### src/rtl/char_write_arbiter.sv
// Character-RAM write controller: round-robin arbiter for two text producers, {row,col} packing.
// Defining CHAR_CLEAR_EN also builds the full-screen clear sweep (CLEAR state, counter, clr_busy).
module char_write_arbiter #(
  parameter logic [6:0] FILL_CHAR = 7'h20,
  parameter logic [9:0] CLR_LAST  = 10'd1023
) (
  input  logic       clk,
  input  logic       rst_n,
  input  logic       req0_valid,
  output logic       req0_ready,
  input  logic [3:0] req0_row,
  input  logic [5:0] req0_col,
  input  logic [6:0] req0_char,
  input  logic       req1_valid,
  output logic       req1_ready,
  input  logic [3:0] req1_row,
  input  logic [5:0] req1_col,
  input  logic [6:0] req1_char,
  input  logic       clr_req,
  output logic       clr_busy,
  output logic       ram_we,
  output logic [9:0] ram_addr,
  output logic [6:0] ram_din
);
  localparam int unsigned ROW_W  = 4;
  localparam int unsigned COL_W  = 6;
  localparam int unsigned CHAR_W = 7;
  localparam int unsigned ADDR_W = ROW_W + COL_W;

  logic              last;     // 1 when req1 holds the most recent grant
  logic              gnt0;
  logic              gnt1;
  logic              blocked;
  logic              hs0;
  logic              hs1;
  logic              hs_any;
  logic [ADDR_W-1:0] hs_addr;
  logic [CHAR_W-1:0] hs_char;

  // Round-robin: a lone requester always wins, a tie goes to the one not granted last.
  always_comb begin
    gnt0 = 1'b0;
    gnt1 = 1'b0;
    if (req0_valid && req1_valid) begin
      gnt0 = last;
      gnt1 = !last;
    end else begin
      gnt0 = req0_valid;
      gnt1 = req1_valid;
    end
  end

  assign req0_ready = gnt0 && !blocked;
  assign req1_ready = gnt1 && !blocked;

  // A ready is only ever raised for a valid requester, so ready alone marks the handshake.
  assign hs0    = req0_ready;
  assign hs1    = req1_ready;
  assign hs_any = hs0 || hs1;

  always_comb begin
    hs_addr = {req0_row, req0_col};
    hs_char = req0_char;
    if (hs1) begin
      hs_addr = {req1_row, req1_col};
      hs_char = req1_char;
    end
  end

`ifdef CHAR_CLEAR_EN
  typedef enum logic {SERVE, CLEAR} state_t;

  state_t            state;
  logic [ADDR_W-1:0] cnt;

  assign blocked = !rst_n || clr_req || (state == CLEAR);

  // Serve/clear controller; the counter always equals the address being written in CLEAR.
  always_ff @(posedge clk or negedge rst_n) begin
    if (!rst_n) begin
      state    <= SERVE;
      last     <= 1'b1;
      cnt      <= '0;
      clr_busy <= 1'b0;
      ram_we   <= 1'b0;
      ram_addr <= '0;
      ram_din  <= '0;
    end else begin
      case (state)
        SERVE: begin
          if (clr_req) begin
            state    <= CLEAR;
            clr_busy <= 1'b1;
            cnt      <= '0;
            ram_we   <= 1'b1;
            ram_addr <= '0;
            ram_din  <= FILL_CHAR;
          end else begin
            ram_we <= hs_any;
            if (hs_any) begin
              ram_addr <= hs_addr;
              ram_din  <= hs_char;
              last     <= hs1;
            end
          end
        end
        CLEAR: begin
          if (cnt == CLR_LAST) begin
            state    <= SERVE;
            clr_busy <= 1'b0;
            ram_we   <= 1'b0;
          end else begin
            cnt      <= cnt + ADDR_W'(1);
            ram_addr <= cnt + ADDR_W'(1);
            ram_we   <= 1'b1;
          end
        end
      endcase
    end
  end
`else
  logic unused_cfg;

  // Without the sweep the clear request and fill parameters have no consumer.
  assign unused_cfg = ^{clr_req, FILL_CHAR, CLR_LAST};
  assign blocked    = !rst_n;
  assign clr_busy   = 1'b0;

  always_ff @(posedge clk or negedge rst_n) begin
    if (!rst_n) begin
      last     <= 1'b1;
      ram_we   <= 1'b0;
      ram_addr <= '0;
      ram_din  <= '0;
    end else begin
      ram_we <= hs_any;
      if (hs_any) begin
        ram_addr <= hs_addr;
        ram_din  <= hs_char;
        last     <= hs1;
      end
    end
  end
`endif

endmodule

### config.mk
export PLATFORM = sky130hd
export DESIGN_NAME = char_write_arbiter
export DESIGN_NICKNAME = d
export VERILOG_FILES = /design/src/rtl/char_write_arbiter.sv
export SDC_FILE = /design/constraint.sdc
export NUM_CORES = 1
export LEC_CHECK = 0
export ABC_AREA = 1
export CORE_ASPECT_RATIO = 1.1
export CORE_MARGIN = 2
export CORE_UTILIZATION = 38
export DETAILED_ROUTE_END_ITERATION = 8
export PLACE_DENSITY_LB_ADDON = 0.05
export SLEW_MARGIN = 15
export SYNTH_ARGS = -nofsm -noshare
export SYNTH_HDL_FRONTEND = slang
export SYNTH_SLANG_ARGS = --single-unit
### constraint.sdc
create_clock -name clk -period 1.6 [get_ports clk]
set_clock_uncertainty 0.05 [all_clocks]
set_input_delay 0.24 -clock clk [delete_from_list [all_inputs] [get_ports clk]]
set_output_delay 0.24 -clock clk [all_outputs]
set_load 0.01 [all_outputs]
==> impl_metrics.env <==
export IMPL_synthTopCellsByCount="nand2_1, inv_1, nand3_1"
export IMPL_area_growth_pct=55.1
export IMPL_cts_sinks=19
export IMPL_grt_pass1_vias=1117
export IMPL_io_pins=60
export IMPL_outcome="complete, no violations"
export IMPL_maxCapViolCount=0
export IMPL_cts_buffer_depth=2
export IMPL_synth_edff_count=0
export IMPL_die_w_um=55.5
export IMPL_top_layer="met4"
export IMPL_fin_nets=257
export IMPL_crit_path_end_kind="output port"
export IMPL_ir_drop_mv=0.519
export IMPL_slew_viol_final=0
export IMPL_yosysWarnings=0
export IMPL_hold_class="in -> async"
export IMPL_firstDrtPassIters=4
export IMPL_grt_ovfl_total=0
export IMPL_track_usage_pct=17.9
export IMPL_power_uw=1300
export IMPL_path_class="reg -> out"
export IMPL_antenna_cells=0
export IMPL_post_route_drc_count=0
export IMPL_synth_distinct_cells=16
export IMPL_hold_violations=0
export IMPL_start_util_pct=39.9
export IMPL_dieArea_um2=3370
export IMPL_wl_met1_um=1220
export IMPL_worst_setup_path_start_kind="flop"
export IMPL_synth_area_top_cells="dfrtp_1, nand2_1, nand3_1"
export IMPL_grt_start_max_net_pins=20
export IMPL_place_ws_ns=-0.288
export IMPL_fin_ws_ns=0.0810
export IMPL_layout_drive_gt1_share_pct=8.76
export IMPL_instances_no_fill=250
export IMPL_wl_per_cell_um=11.2
export IMPL_antenna_found_initial=0
export IMPL_clkTransAtPathRegs_ns=0.12
export IMPL_cpPeakStageDelay_ns=0.55
export IMPL_yosysSeqAreaShare_pct=43.0
export IMPL_setup_violations=0
export IMPL_wl_met2_um=1330
export IMPL_fillers=265
export IMPL_path_cells="clkdlybuf4s50_1"
export IMPL_dp_cells=246
export IMPL_p_per_area_nw_per_um2=757
export IMPL_rsz0062_at_grt="false"
export IMPL_cp_top_family="buffers and inverters"
export IMPL_worst_skew_pair_late_latency_ns=0.30
export IMPL_synth_nets=196
export IMPL_ys_flop_type="dfrtp_1"
export IMPL_post_cts_repair_setup_buffers=0
export IMPL_synthArstFlopShare_pct=100
export IMPL_avgSynthCellArea_um2=7.06
export IMPL_fin_crit_ns=1.52
export IMPL_synth_top_area_share_pct=40.6
export IMPL_num_rows=20
export IMPL_post_route_period_util_pct=94.9
export IMPL_worstPathMaxFanout=2
export IMPL_yosysTopAreaCell="dfrtp_1"
export IMPL_netlist_area_um2=1110
export IMPL_grt_pass1_wl_um=4670
export IMPL_die_y_um=60.7
export IMPL_cts_buffers=3
export IMPL_cts_root_buf="clkbuf_4"
export IMPL_drt_initial_drc_count=16
export IMPL_tns_ns=0
export IMPL_cts_tree="yes"
export IMPL_vias_per_cell=4.57
export IMPL_path_buf_inv=1
export IMPL_synth_seq_cells=19
export IMPL_globalplace_congestion=0.764
export IMPL_crit_required_ns=1.31
export IMPL_drtAntennaViolNets=0
export IMPL_wirelength_um=2800
export IMPL_htree_num_levels=1
export IMPL_via_count=1143
export IMPL_dp_hpwl_um=2070
export IMPL_port_buffer_count=57
export IMPL_yosysMostFrequentCell="nand2_1"
export IMPL_netlist_instances=157
export IMPL_core_area_um2=2780
export IMPL_crit_arrival_ns=1.23
export IMPL_max_freq_ghz=0.658
export IMPL_crit_path_top_delay_cell="clkdlybuf4s50_1"
export IMPL_leakage_uw=0.000945
export IMPL_met3WireLength_um=213
[logic make-up after synthesis]
group	after synthesis	share of synthesized area (%)
AO/OA/AOI/OAI	2	0.902
buffers and inverters	45	20.1
flip-flops	19	43.0
other	1	0.338
AND/OR/NAND/NOR	90	35.7
[flip-flops by register name, summed over array words and instances (netlist names)]
signal and count:
last 1, ram_addr 10, ram_din 7, ram_we 1
[cells in the final DEF, fill, tap and decap left out, drive strengths merged]
cell	instances
buf	7
dlygate4sd2	1
nand2	56
conb	1
nand3	34
clkbuf	4
clkdlybuf4s50	54
dfrtp	18
clkinv	2
o21ai	1
inv	37
dfstp	1
a21oi	1
[cell type report]
| class | instances | area, um^2 | area share, % |
|---|---|---|---|
| inverter | 38 | 148 | 8.59 |
| tap | 33 | 41.3 | 2.40 |
| multi-input combinational | 93 | 409 | 23.8 |
| clock buffer | 3 | 22.5 | 1.31 |
| clock inverter | 1 | 5.00 | 0.291 |
| timing repair buffer | 63 | 617 | 35.9 |
| sequential | 19 | 477 | 27.7 |
[where the power goes]
part / internal, uW / total [uW] / switching [uW]
sequential: 551 / 588 / 37.0
combinational: 260 / 460 / 199
clock: 93.4 / 254 / 160
total: 904 / 1300 / 397
[path summary, 6_finish.rpt]
| path | startpoint | endpoint | slack, ns | cells after the start |
|---|---|---|---|---|
| max in group asynchronous | rst_n | last | 1.17 | 2 |
| max | ram_addr[0] | ram_addr[0] | 0.08 | 1 |
| max reg2reg | last | ram_din[3] | 0.33 | 6 |
| min in group clk | ram_addr[4] | ram_addr[4] | 0.44 | 2 |
| min reg2reg | ram_addr[4] | ram_addr[4] | 0.44 | 2 |
| min | rst_n | ram_addr[0] | 0.06 | 2 |
[what timing repair did]
action,CTS,global route
resized for setup,7,1
endpoints found under the setup margin,2,1
hold buffers,0,0
[layer usage]
layer	vias to the layer above	global-route usage, %
li1	585	-
met1	504	20.1
met2	49	33.2
met3	5	3.62
met4	0	8.36
met5	-	0
[per-stage QoR]
| step | hold WS (ns) | cell area [um^2] | utilization (%) |
|---|---|---|---|
| 2_1_floorplan | -0.106 | 1110 | - |
| 3_3_place_gp | 0.413 | 1700 | 61.3 |
| 3_5_place_dp | 0.415 | 1700 | 61.3 |
| 4_1_cts | 0.0602 | 1720 | 62.1 |
| 5_1_grt | 0.0841 | 1720 | 61.9 |
| 6_report | 0.0587 | 1720 | 61.9 |
[worst reg2reg max path, stage by stage (launching register included)]
cell and delay, ns:
dfstp_2 0.56, nand2_2 0.07, nand2_4 0.07, buf_4 0.21, nand2_1 0.08, nand3_1 0.08
nand2_1 0.05
Power figures use the tool's default switching activity.
